### config.mk
export PLATFORM = sky130hd
export DESIGN_NAME = spm_seq
export DESIGN_NICKNAME = d
export VERILOG_FILES = /design/src/rtl/spm_seq.sv
export SDC_FILE = /design/constraint.sdc
export NUM_CORES = 1
export LEC_CHECK = 0
export CAP_MARGIN = 40
export CORE_MARGIN = 4
export CORE_UTILIZATION = 50
export CTS_CLUSTER_DIAMETER = 100
export CTS_CLUSTER_SIZE = 40
export DETAILED_ROUTE_END_ITERATION = 10
export PLACE_DENSITY = 0.84
export REMOVE_ABC_BUFFERS = 1
export SLEW_MARGIN = 20
export SYNTH_ARGS = -nofsm -noshare
export SYNTH_HDL_FRONTEND = slang
export SYNTH_SLANG_ARGS = --single-unit
export TNS_END_PERCENT = 5
### constraint.sdc
create_clock -name clk -period 1.95 [get_ports clk]
set_input_delay 0.39 -clock clk [delete_from_list [all_inputs] [get_ports clk]]
set_output_delay 0.39 -clock clk [all_outputs]
set_load 0.005 [all_outputs]
### src/rtl/spm_seq.sv
// spm_seq: handshaked serial-parallel multiplier with a carry-save chain.
// Signed or unsigned operands; the product is streamed LSB first and also collected in parallel.
module spm_seq #(
  parameter int XW = 32,
  parameter int YW = 32,
  parameter int PW = XW + YW
) (
  input  logic          clk,
  input  logic          rst,
  input  logic          start,
  input  logic          sgn,
  input  logic [XW-1:0] x,
  input  logic [YW-1:0] y,
  input  logic          abort,
  output logic          busy,
  output logic          p,
  output logic          p_valid,
  output logic          done,
  output logic [PW-1:0] product
);
  localparam int W = XW + 1;
  localparam int KW = $clog2(PW + 1);
  localparam logic [KW-1:0] K_LAST = KW'(PW - 1);
  typedef enum logic [1:0] {S_IDLE, S_RUN, S_DONE} state_t;
  state_t r_state, w_next;
  logic [W-1:0] r_x, r_s, r_c;
  logic [YW:0] r_y;
  logic [KW-1:0] r_k;
  logic r_p;
  logic [PW-1:0] r_product;
  logic w_run, w_load;
  logic [W-1:0] w_xe, w_s, w_c, w_pp, w_sum, w_maj;
  logic [YW:0] w_yl;
  logic [PW-1:0] w_mask;
  always_ff @(posedge clk or negedge rst) begin
    if (!rst) r_state <= S_IDLE;
    else r_state <= w_next;
  end
  always_comb begin
    w_run = r_state == S_RUN;
    w_load = start & ~w_run;
    w_next = w_load ? S_RUN : w_run ? (abort ? S_IDLE : (r_k == K_LAST ? S_DONE : S_RUN)) : S_IDLE;
    busy = w_run;
    p_valid = w_run;
    done = r_state == S_DONE;
    p = w_run & r_p;
  end
  // The x stage above the MSB carries x's sign, so the MSB stage acts as the two's-complement stage
  always_comb begin
    w_xe = w_load ? {sgn & x[XW-1], x} : r_x;
    w_yl = w_load ? {sgn & y[YW-1], y} : r_y;
    w_s = w_load ? '0 : r_s;
    w_c = w_load ? '0 : r_c;
    w_pp = w_yl[0] ? w_xe : '0;
    w_sum = w_s ^ w_c ^ w_pp;
    w_maj = (w_s & w_c) | (w_s & w_pp) | (w_c & w_pp);
    w_mask = PW'(1) << r_k;
  end
  // Sum shifts down arithmetically and carries stay put, keeping s+c exact in two's complement
  always_ff @(posedge clk or negedge rst) begin
    if (!rst) begin
      r_x <= '0;
      r_s <= '0;
      r_c <= '0;
      r_y <= '0;
      r_k <= '0;
      r_p <= 1'b0;
      r_product <= '0;
    end else if (w_load || w_run) begin
      r_x <= w_xe;
      r_s <= {w_sum[W-1], w_sum[W-1:1]};
      r_c <= w_maj;
      r_y <= {w_yl[YW], w_yl[YW:1]};
      r_p <= w_sum[0];
      r_k <= w_load ? '0 : r_k + KW'(1);
      r_product <= w_load ? '0 : (r_product | (r_p ? w_mask : '0));
    end
  end
  assign product = r_product;
endmodule

======== Word level (Yosys, flattened, before mapping) ========
Index checks and enable logic that the tools add are counted.
storage, ports and cells
  register bits after elaboration ......... 204
  bits in latches ......................... 0
  bits in writable memories ............... 0
  bits in read-only memories .............. 0
  bits of input ports ..................... 69
  output and inout bits ................... 68
  logic and storage cells ................. 39
  memories ................................ 0
cells by class
  add/subtract/negate cells ............... 1
  multiply operators ...................... 0
  divide/modulo/power cells ............... 0
  order comparisons ....................... 0
  eq/ne operators ......................... 3
  shifts and indexed selects .............. 1
  multiplexer cells ....................... 12
  bitwise logic cells ..................... 13
  reductions and logical operators ........ 1
operator list
  kind                    count
  $mux W33                5
  $mux W64                2
  $and A33 B33 Y33        3
  $or A33 B33 Y33         2
  $xor A33 B33 Y33        2
  $or A64 B64 Y64         1
  $shl A1 B7 Y64 const A  1
  $mux W2                 4
  $add A7 B1 Y7 const B   1
  $eq A7 B6 Y1 const B    1
  $mux W7                 1
  $and A1 B1 Y1           4
  $eq A2 B1 Y1 const B    1
  $eq A2 B2 Y1 const B    1
  $logic_or A1 B1 Y1      1
  $not A1 Y1              1

======== Logic depth before layout (Yosys ltp) ========
Gate-level depths: netlist of run 1.
  depth in word-level cells ............... 8
  gate-level depth with buffers ........... 8
  depth with buffers taken out ............ 6

======== Least setup slack after synthesis of run 1 ========
Ideal clock, no wire load.
  path type ............................... input port to flip-flop
  start point ............................. in start
  end point ............................... reg r_s[27]
  library setup time ...................... 128 ps
  arrival time ............................ 1,984 ps
  required time ........................... 1,822 ps
  path slack .............................. -161 ps
  stages .................................. 8
  buffers on the path ..................... 3
  cell sequence ........................... buf_2 -> inv_2 -> buf_6 -> o21ai_2 -> buf_2 -> a22oi_1 -> fa_1 -> mux2_1
between the ends
  word-level cells in the longest chain between the ends .. 4
  elaborated cells between the ends (all ways) .. 9
  classes of those cells .................. 5 x mux; 3 x bitwise; 1 x reduce/logical
RTL lines
  element                                              RTL line  source
  start, declared                                      10        input logic start,
  $and A1 B1 Y1 *                                      41        w_load = start & ~w_run;
  $mux W33 (on tied branches)                          n/a
  $xor A33 B33 Y33 / $mux W33 (equally long branches)  55, 54
  $xor A33 B33 Y33 *                                   55        w_sum = w_s ^ w_c ^ w_pp;
  net w_sum[28]                                        32        logic [W-1:0] w_xe, w_s, w_c, w_pp, w_sum, w_maj;
  end signal, assigned                                 71        r_s <= {w_sum[W-1], w_sum[W-1:1]};
  end, declared                                        26        logic [W-1:0] r_x, r_s, r_c;
Mark *: on every way through the listed nets, which the timed path passes. The rest lies on a longest branch.
A chain may end at the register's enable or synchronous reset.

======== Worst setup path after layout of run 1 ========
  start point ............................. reg r_state[1]
  end point ............................... reg r_s[26]
between the ends
  word-level cells in the longest chain between the ends .. 6
  elaborated cells between the ends (all ways) .. 11
  classes of those cells .................. 1 x eq/ne; 5 x mux; 4 x bitwise; 1 x reduce/logical
RTL lines
  element                                              RTL line  source
  start, declared                                      25        state_t r_state, w_next;
  start signal, assigned                               37        else r_state <= w_next;
  $eq A2 B1 Y1 *                                       40        w_run = r_state == S_RUN;
  $not A1 Y1 *                                         41
  $and A1 B1 Y1 *                                      41
  $mux W33 (on tied branches)                          n/a
  $xor A33 B33 Y33 / $mux W33 (equally long branches)  55, 54
  $xor A33 B33 Y33 *                                   55
  net w_sum[27]                                        32
Marks and branches as above.

==> metrics.txt, run 1 <==
critical path class reg -> reg; ANT nets after route 0; worst-path fanout max 11; total grt overflow 0; Synth Area in Compound Gates approximately an eighth; PortBufs 136; DIE AREA approximately 21000 sq um; R2R Path End r_s[26]$_DFFE_PN0P_; post-route setup slack -0.2753 ns; clock root cell clkbuf_16; register area share after synthesis 53.26%; Fmax achieved between 400 and 500 MHz; crit path capture type register; Yosys top cell by area dfrtp_1; fin. max-slew vios 0; routed len/inst 18.85 microns; top post-synthesis cells by area dfrtp_1 53%, fa_1 6.9%, mux2_2 6.6%; count of different cell masters after synthesis 44; Async SR Flop Fraction 100.0%; XOR/XNOR share of the synthesized area 0%; WP buf/inv 3; CTS tree done; Max-Slew Margin vs Limit a little over two thirds; crit path capture r_s[26]$_DFFE_PN0P_; R2R Setup Slk -0.28 ns; Lkg Pwr ~5.6 nW; reg2reg start r_state[1]$_DFF_PN0_; required time worst endpoint roughly 2.3 ns; Clock Tree Buf Depth 3; ANT cells 0; die height 146.5 microns; crit path from r_state[1]$_DFF_PN0_; Hold Crit Class in -> reg; first-pass GRT wire length approximately 36000 microns; synth warn 0; critical path depth 8; Max-cap violations 0; Post-synth top flop dfrtp_1; Synth top area share 53.26%; nets 1049; share of post-route cells with drive strength above 1 between 20% and 30%; Post-Synth Simple-Gate Area between 10% and 20%; initial antenna violation count 1; Mapped Area about 9600 sq um; Final setup viols 66; startpoint type of the worst setup path register; routed via count between 6000 and 7000; hpwl dp roughly 14000 microns; Initial Util about half; RSZ-0062 raised after global routing yes; Adder-Cell Fraction of Synth Area under 10%; Period minus WS final roughly 2.2 ns; die width ~150 microns; total number of H-tree levels 1; kind of cell adding the most delay to the critical path buffers and inverters; number of global-route vias before repair roughly 7000; area of the multi-input gates around 4400 sq um; crit share post-route 114.1%; #FFs+latches synth slightly above 200; pwr dens roughly 920 nW/um^2; Critical Path, Cell by Cell nand2b_4 -> inv_6 -> buf_6 -> bufbuf_16 -> o21ai_1 -> a22oi_1 -> fa_1 -> mux2_2; failing checks negative setup slack; fill count between 1000 and 1500; slowest library cell on the worst path fa_1; Synth Area per Inst 12.09 sq um; placed cells ~1200; Clk pin slew, worst setup/hold paths approximately 0.14 ns; DRC violations left 0; core area roughly 19000 sq um; run status complete, but fails checks; Worst-Margin Slew 0.4422 ns; row cnt 50; Sink Count slightly above 200; Post-Layout Cell Count 1177; Final Wtd Congestion between 0.7 and 0.8; Critical Path AT about 2.6 ns; CTS buffer count 9; P&R area growth vs syn 27.28%; Hold Path Cell Cnt 3; EDFF count, synth 0; Worst Reg-to-Reg Cells 8; Max IR drop VDD roughly 660 uV; all-layer global routing usage around 20%; I/O pin count roughly 140; largest family of logic cells by synthesized area compound AO/OA/AOI/OAI gates; Setup TNS -9.321 ns; post-synthesis mux area share 10.63%; Detailed Routing Iterations Pass 1 4; Hold Fails Final Rpt 0; clk_skew roughly 0.025 ns; sequential cell area 5105 sq um; WL final ~22000 microns; Gate Count Post-Synth ~790; starting DRC count in detailed routing 425; drt via density between 5 and 6; Clk Latency, worst-skew pair roughly 0.48 ns; worst stage delay on the critical path 0.44 ns; largest net degree at the start of global routing between 60 and 70
## cell usage after synthesis, types with 2 or more instances
cell type / instances
mux2_2: 56
buf_4: 10
buf_6: 5
and2_1: 64
o2bb2ai_1: 64
nand2_1: 87
fa_1: 33
nor3_1: 4
a21oi_1: 5
a22oi_1: 31
ha_1: 6
mux2_1: 6
dfrtp_1: 204
a22o_1: 2
inv_1: 3
clkbuf_1: 17
o21ai_0: 65
a31oi_1: 3
nand4b_4: 2
nand3_1: 34
nor2b_1: 3
nand2b_1: 3
buf_2: 29
nand4_1: 2
o21ai_1: 4
nor2_1: 2
mux2i_1: 32
## cell usage in the layout, fill, tap and decap left out, types with 18 or more instances in the layout
master / instances
dfrtp_1: 204
o2bb2ai_1: 63
fa_2: 18
buf_4: 43
nand3_1: 34
clkdlybuf4s50_1: 130
mux2i_1: 32
mux2_4: 29
nand2_1: 86
mux2_2: 28
a22oi_2: 21
o21ai_1: 18
and2_1: 62
o21ai_0: 46
## kinds of logic (layout without fill, tap and decap cells)
logic type	after synthesis	in the layout
compound gates	179	179
fa+ha+maj	39	39
buf+inv	67	217
flops	204	204
mux	94	94
simple gates	210	210
## cell type report
cell class	instances	area share (%)
clock buffers	10	1.959
clock inverters	3	0.1846
inverters	5	0.1949
multi-input cells	522	36.30
flip-flops and latches	204	41.84
well taps	234	2.400
repair buffers	199	17.12
## flip-flops by register name, indices dropped and copies added, names as in the netlist
register / count
r_s: 32
r_state: 2
r_p: 1
r_y: 32
r_x: 33
r_c: 33
product: 64
r_k: 7
## through the flow
stage / utilization, % / hold slack [ns] / area, sq um / worst slack [ns] / power, mW
floorplan: - / 0.09441 / 9240 / -1.720 / 7.314
global placement: 61.29 / 0.3493 / 11500 / -0.2988 / 8.450
detailed placement: 61.29 / 0.3553 / 11500 / -0.3413 / 8.666
CTS: 63.57 / 0.2465 / 11930 / -0.2121 / 11.00
global route: 65.01 / 0.2432 / 12200 / -0.3410 / 11.95
finish: 65.01 / 0.2434 / 12200 / -0.2753 / 11.28
## worst register-to-register path, stage by stage, from the launching register on
cell and delay (ns):
dfrtp_1 0.40, nand2b_4 0.18, inv_6 0.08, buf_6 0.12
bufbuf_16 0.29, o21ai_1 0.09, a22oi_1 0.27, fa_1 0.44
mux2_2 0.27
## layer usage
metal / global-route usage, % / vias up / routed length [microns]
li1: - / 3086 / -
met1: 27.89 / 3376 / 10020
met2: 32.79 / 190 / 10660
met3: 2.886 / 33 / 1082
met4: 4.421 / 2 / 411
met5: 0 / - / 20
## worst min path at each step
stage / slack [ns] / to / start
after detailed placement: 0.36 / r_s[0]$_DFFE_PN0P_ / rst
after global placement: 0.35 / product[27]$_DFFE_PN0P_ / rst
after floorplan: 0.09 / product[0]$_DFFE_PN0P_ / rst
after CTS: 0.25 / r_x[1]$_DFFE_PN0P_ / start
final: 0.24 / r_x[1]$_DFFE_PN0P_ / start
after global routing: 0.24 / r_x[1]$_DFFE_PN0P_ / start
## power breakdown
group	leakage [nW]	switching [mW]	total (mW)	internal [mW]
logic	2.75	1.74	3.55	1.81
clock network	0.131	1.32	2.23	0.911
registers	2.68	0.472	5.50	5.03
total	5.57	3.53	11.3	7.75
## timing repair
item / 4_1_cts / 5_1_grt
gates resized for setup: 37 / 77
pin swaps: 2 / 14
buffers inserted: 4 / 0
endpoints found under the hold margin: 39 / 0
gates cloned: 2 / 1
hold buffers: 1 / 0
setup endpoints to repair: 67 / 69
(Power assumes the default switching activity.)
==> inputs of run 2 (changes only) <==
Settings changed: CORE_MARGIN 4 to 2, TNS_END_PERCENT 5 to 1.
==> metrics.txt, run 2 (synthesized netlist as in run 1, its figures left out) <==
reg2reg start r_state[0]$_DFF_PN0_; Total Power 11.50 mW (+1.9%); worst-path fanout max 33 (+22); initial antenna violation count 2 (+1); fill count 1388 (+0.51%); nets 1058 (+0.86%); routed via count 6748 (+0.91%); worst stage delay on the critical path 0.48 ns (+0.04 ns); pre-CTS setup slack -0.3580 ns (-0.01667 ns); Clk Latency, worst-skew pair 0.47 ns (about the same); placed cells 1167 (+0.95%); WP buf/inv 3 (unchanged); Max-cap violations 0 (unchanged); first-pass GRT wire length 35360 microns (-0.64%); run status complete, but fails checks; max reg flops 64 (unchanged); Lkg Pwr 5.576 nW (+0.17%); RSZ-0062 raised after global routing yes; core area 18770 sq um (unchanged); Critical Path AT 2.50 ns (-0.10 ns); hpwl dp 14370 microns (+1.8%); crit path capture type register; clock root cell clkbuf_16; required time worst endpoint 2.31 ns (about the same); commonest non-fill, non-tap cell in the layout dfrtp_1; Fmax achieved 467.7 MHz (+4.1%); startpoint type of the worst setup path register; critical path class reg -> reg; CTS tree done; all-layer global routing usage 21.54% (+1.8 points); fin. max-slew vios 0 (unchanged); Final setup viols 59 (-11%); kind of cell adding the most delay to the critical path adder cells; Clock Tree Buf Depth 3 (unchanged); failing checks negative setup slack; P&R area growth vs syn 27.39% (about the same); post-route setup slack -0.1882 ns (+0.08712 ns); crit share post-route 109.6% (-4.5 points); Sink Count 204 (unchanged); Seq pwr share 47.7% (-1.1 points); pwr dens 941.8 nW/um^2 (+1.8%); Max IR drop VDD 618.2 uV (-6.7%); Pint 8.015 mW (+3.4%); slowest library cell on the worst path fa_1; Initial Util 51.07% (unchanged); share of post-route cells with drive strength above 1 20.48% (-0.41 points); CTS buffer count 9 (unchanged); Hold Crit Class in -> async; clk_skew 0.01526 ns (-0.009746 ns); Sw Share 30.31% (-0.99 points); R2R Setup Slk -0.19 ns (+0.09 ns); PortBufs 136 (unchanged); Hold Fails Final Rpt 0 (unchanged); largest net degree at the start of global routing 66 (+3.1%); Worst-Margin Slew 0.6507 ns (+0.2084 ns); routed len/inst 18.11 microns (-4.0%); drt via density 5.685 (about the same); Detailed Routing Iterations Pass 1 6 (+2); number of global-route vias before repair 6804 (-2.4%); row cnt 50 (unchanged); Clk pwr share 22.5% (+2.7 points); total grt overflow 0 (unchanged); total number of H-tree levels 1 (unchanged); DIE AREA 20290 sq um (-5.4%); Post-Layout Cell Count 1187 (+0.85%); I/O pin count 137 (unchanged); Gate power share 29.9% (-1.6 points); ANT nets after route 0 (unchanged); Period minus WS final 2.138 ns (-0.08712 ns); Final Wtd Congestion 0.7691 (-2.4%); Max-Slew Margin vs Limit 56.62% (-14 points); DRC violations left 0 (unchanged); die height 142.5 microns (-2.7%); most frequent cells in the layout 204 x dfrtp_1, 130 x clkdlybuf4s50_1, 86 x nand2_1; R2R Path End r_s[21]$_DFFE_PN0P_; Clk pin slew, worst setup/hold paths 0.14 ns (about the same); starting DRC count in detailed routing 329 (-23%); Psw 3.485 mW (-1.3%); WL final 21490 microns (-3.1%); Worst Reg-to-Reg Cells 8 (unchanged); Critical Path, Cell by Cell nand2b_4 -> inv_6 -> buf_6 -> o21ai_4 -> buf_12 -> a22oi_1 -> fa_1 -> mux2_2; die width 142.5 microns (-2.7%)
==> run 2: what timing repair did <==
action,4_1_cts,5_1_grt
hold buffers,1,0
pin swaps,11,13
buffers inserted,4,0
setup endpoints to repair,68,70
hold endpoints to repair,53,0
cloned,1,0
resized for setup,47,39
==> run 2: worst max-delay path by stage <==
stage                                     from                  end  slack (ns)  cells past startpoint
after floorplan           r_state[0]$_DFF_PN0_      r_p$_DFFE_PN0P_       -1.72                      5
after detailed placement                  y[0]  r_s[18]$_DFFE_PN0P_       -0.36                      6
after CTS                 r_state[0]$_DFF_PN0_  r_s[19]$_DFFE_PN0P_       -0.22                      8
after global placement                    y[0]  r_s[27]$_DFFE_PN0P_       -0.30                      6
after global routing      r_state[0]$_DFF_PN0_      r_p$_DFFE_PN0P_       -0.27                      8
final                     r_state[0]$_DFF_PN0_  r_s[21]$_DFFE_PN0P_       -0.19                      8
==> run 2: area by class of cell <==
type | count | area (sq um) | share of cell area, %
inverters | 5 | 23.77 | 0.1947
well taps | 234 | 292.8 | 2.398
clock buffers | 9 | 225.2 | 1.844
flip-flops and latches | 204 | 5105 | 41.81
multi-input cells | 522 | 4329 | 35.45
diodes | 1 | 2.502 | 0.02049
clock inverters | 4 | 101.3 | 0.8300
repair buffers | 208 | 2131 | 17.45
==> run 2: routing by layer <==
layer  vias up  global-route usage [%]  share of wire, %
li1       3107                       -                 -
met2       181                   37.25                50
met5         -                       0             0.060
met1      3440                   29.86                44
met3        18                   3.028               4.4
met4         2                   3.022              0.96
==> run 2: stage by stage <==
| step | area [sq um] | hold WS, ns | util, % | setup TNS (ns) |
|---|---|---|---|---|
| 6_report | 12210 | 0.4465 | 65.06 | -7.059 |
| 5_1_grt | 12210 | 0.4506 | 65.05 | -11.73 |
| 4_1_cts | 12100 | 0.4443 | 64.49 | -9.430 |
| 3_5_place_dp | 11600 | 0.4222 | 61.80 | -14.79 |
| 3_3_place_gp | 11600 | 0.4198 | 61.80 | -12.77 |
| 2_1_floorplan | 9240 | 0.09441 | - | -161.62 |
==> run 2: power groups by stage <==
stage / logic, mW / registers (mW) / clock network (mW)
floorplan: 1.90 / 5.42 / 0
global placement: 2.97 / 5.50 / 0
detailed placement: 3.18 / 5.54 / 0
CTS: 3.33 / 5.47 / 2.63
global route: 3.81 / 5.58 / 2.77
finish: 3.43 / 5.48 / 2.58
==> inputs of run 3 (changes only) <==
Settings changed: ABC_AREA set to 1.
==> metrics.txt, run 3 <==
run status complete, but fails checks; failing checks negative setup slack; Gate power share 31.9% (+2.0 points); DIE AREA 20560 sq um (+1.3%); nets 1394 (+32%); Critical Path AT 2.30 ns (-0.20 ns); Fmax achieved 510.5 MHz (+9.2%); slowest library cell on the worst path fa_1; worst stage delay on the critical path 0.56 ns (+0.08 ns); crit path capture type register; P&R area growth vs syn 23.16%; largest net degree at the start of global routing 93 (+41%); crit share post-route 100.5% (-9.2 points); Critical Path, Cell by Cell buf_4 -> nand2_8 -> nand2_8 -> nand2_2 -> nand2_4 -> buf_6 -> inv_1 -> nand2_1 -> fa_1 -> o21ai_1; total grt overflow 0 (unchanged); Sink Count 204 (unchanged); core area 18890 sq um (+0.67%); Clk pin slew, worst setup/hold paths 0.15 ns (about the same); clk_skew 0.03087 ns (+0.01561 ns); routed len/inst 13.53 microns (-25%); Sw Share 34.06% (+3.8 points); post-route setup slack -0.008899 ns (+0.1793 ns); Clk Latency, worst-skew pair 0.49 ns (+0.02 ns); DRC violations left 0 (unchanged); die width 143.4 microns (+0.65%); starting DRC count in detailed routing 567 (+72%); R2R Setup Slk -0.009 ns (+0.18 ns); fin. max-slew vios 0 (unchanged); routed via count 7841 (+16%); Psw 3.874 mW (+11%); row cnt 50 (unchanged); crit path from r_state[0]$_DFF_PN0_; ANT nets after route 0 (unchanged); Mapped Area 9714 sq um (+1.3%); Async SR Flop Fraction 100.0% (unchanged); startpoint type of the worst setup path register; number of global-route vias before repair 7374 (+8.4%); Gate Count Post-Synth 1169 (+47%); Period minus WS final 1.959 ns (-0.1793 ns); most common cell in the netlist nand2_1; Max-cap violations 0 (unchanged); CTS tree done; Clock Tree Buf Depth 3 (unchanged); die height 143.4 microns (+0.65%); required time worst endpoint 2.29 ns (-0.02 ns); critical path class reg -> reg; PortBufs 136 (unchanged); EDFF count, synth 0 (unchanged); initial antenna violation count 1 (-1); Hold Worst Slack 0.3795 ns (-0.06706 ns); Detailed Routing Iterations Pass 1 6 (unchanged); Hold Crit Class in -> async; first-pass GRT wire length 35330 microns (about the same); CTS buffer count 9 (unchanged); max reg flops 64 (unchanged); R2R Path End r_s[30]$_DFFE_PN0P_; crit-path most repeated cell nand2_8; Initial Util 51.42% (+0.34 points); most frequent cells in the layout 356 x nand2_1, 204 x dfrtp_1, 138 x inv_1; Synth top area share 52.55% (-0.71 points); Hold Fails Final Rpt 0 (unchanged); commonest non-fill, non-tap cell in the layout nand2_1; count of different cell masters after synthesis 22 (-50%); Clk pwr share 19.9% (-2.6 points); I/O pin count 137 (unchanged); total number of H-tree levels 1 (unchanged); #FFs+latches synth 204 (unchanged); top post-synthesis cells by area dfrtp_1 53%, nand2_1 14%, fa_1 6.8%; all-layer global routing usage 20.96% (-0.58 points); Lkg Pwr 5.999 nW (+7.6%); drt via density 5.065 (-11%); Seq pwr share 48.3% (+0.6 points); RSZ-0062 raised after global routing yes; placed cells 1532 (+31%); Synth Area per Inst 8.310 sq um (-31%); Final Wtd Congestion 0.7937 (+3.2%); final core utilization 63.32% (-1.7 points); Commonest cells post-synth 359 x nand2_1, 204 x dfrtp_1, 138 x inv_1, 130 x nor2_1, 112 x nand3_1; reg2reg start r_state[0]$_DFF_PN0_; register area share after synthesis 52.55% (-0.71 points); Pint 7.500 mW (-6.4%); Yosys top cell by area dfrtp_1; Worst Reg-to-Reg Cells 10 (+2); WL final 20950 microns (-2.5%); hpwl dp 14150 microns (-1.5%); Final setup viols 1 (-98%); Post-Layout Cell Count 1548 (+30%); worst-path fanout max 9 (-73%); Post-synth top flop dfrtp_1; share of post-route cells with drive strength above 1 8.547% (-12 points); Worst-Margin Slew 0.6632 ns (+0.01248 ns); pwr dens 950.6 nW/um^2 (+0.94%); clock root cell clkbuf_16; synth warn 0 (unchanged); Max IR drop VDD 775.3 uV (+25%); Max-Slew Margin vs Limit 55.73% (-0.90 points)
run 3: layout make-up:
class	instances	area, sq um
Inverter	143	536.8
Antenna cell	1	2.502
Multi-Input combinational cell	752	3913
Tap cell	260	325.3
Sequential cell	204	5105
Timing Repair Buffer	176	1819
Clock buffer	10	239.0
Fill cell	1540	6929
Clock inverter	2	23.77
run 3: power by group through the flow:
| stage | clock network, mW | registers, mW | logic (mW) |
|---|---|---|---|
| final | 2.26 | 5.49 | 3.63 |
| after global routing | 2.44 | 5.59 | 4.22 |
| after CTS | 2.29 | 5.49 | 3.57 |
| after detailed placement | 0 | 5.58 | 3.48 |
| after global placement | 0 | 5.53 | 3.29 |
| after floorplan | 0 | 5.47 | 2.33 |
run 3: worst max path at each step:
stage	to	slack [ns]	cells past startpoint
global route	r_s[30]$_DFFE_PN0P_	-0.13	10
CTS	done	-0.17	3
global placement	r_s[22]$_DFFE_PN0P_	-0.41	8
finish	r_s[30]$_DFFE_PN0P_	-0.009	10
detailed placement	r_s[4]$_DFFE_PN0P_	-0.45	8
floorplan	r_s[0]$_DFFE_PN0P_	-1.81	8
run 3: critical path, delay by kind of cell (launching register included):
kind,cells,cell delay [ns]
simple gates,5,0.40
compound gates,1,0.07
buf+inv,3,0.36
flops,1,0.41
fa+ha+maj,1,0.56
run 3: timing repair:
item | CTS | global route
setup buffers | 2 | 0
endpoints found under the hold margin | 31 | 0
endpoints found under the setup margin | 28 | 68
pin swaps | 1 | 0
hold buffers | 1 | 0
gates resized for setup | 34 | 31
run 3: logic make-up after synthesis:
family | count (synthesis) | share of synthesized area [%]
AOI/OAI and AO/OA | 100 | 5.165
adders and majority gates | 39 | 7.573
buffers and inverters | 213 | 9.209
DFF | 204 | 52.55
and+or+nand+nor | 613 | 25.50
run 3: through the flow:
step                       TNS (ns)  area [sq um]  power [mW]  setup WS (ns)
final                     -0.008899         11960       11.37      -0.008899
after global routing         -3.317         11960       12.25        -0.1311
after CTS                   -0.3213         11850       11.35        -0.1698
after detailed placement     -26.18         11490       9.053        -0.4518
after global placement       -21.59         11490       8.814        -0.4127
after floorplan             -170.29          9356       7.800         -1.815
run 3: layer usage:
metal  wire length, microns  GRT usage, %  vias to the layer above
li1                       -             -                     3770
met1                   9246         30.61                     3793
met2                  10030         34.06                      254
met3                   1357         3.032                       24
met4                    316         3.767                        0
met5                      0             0                        -
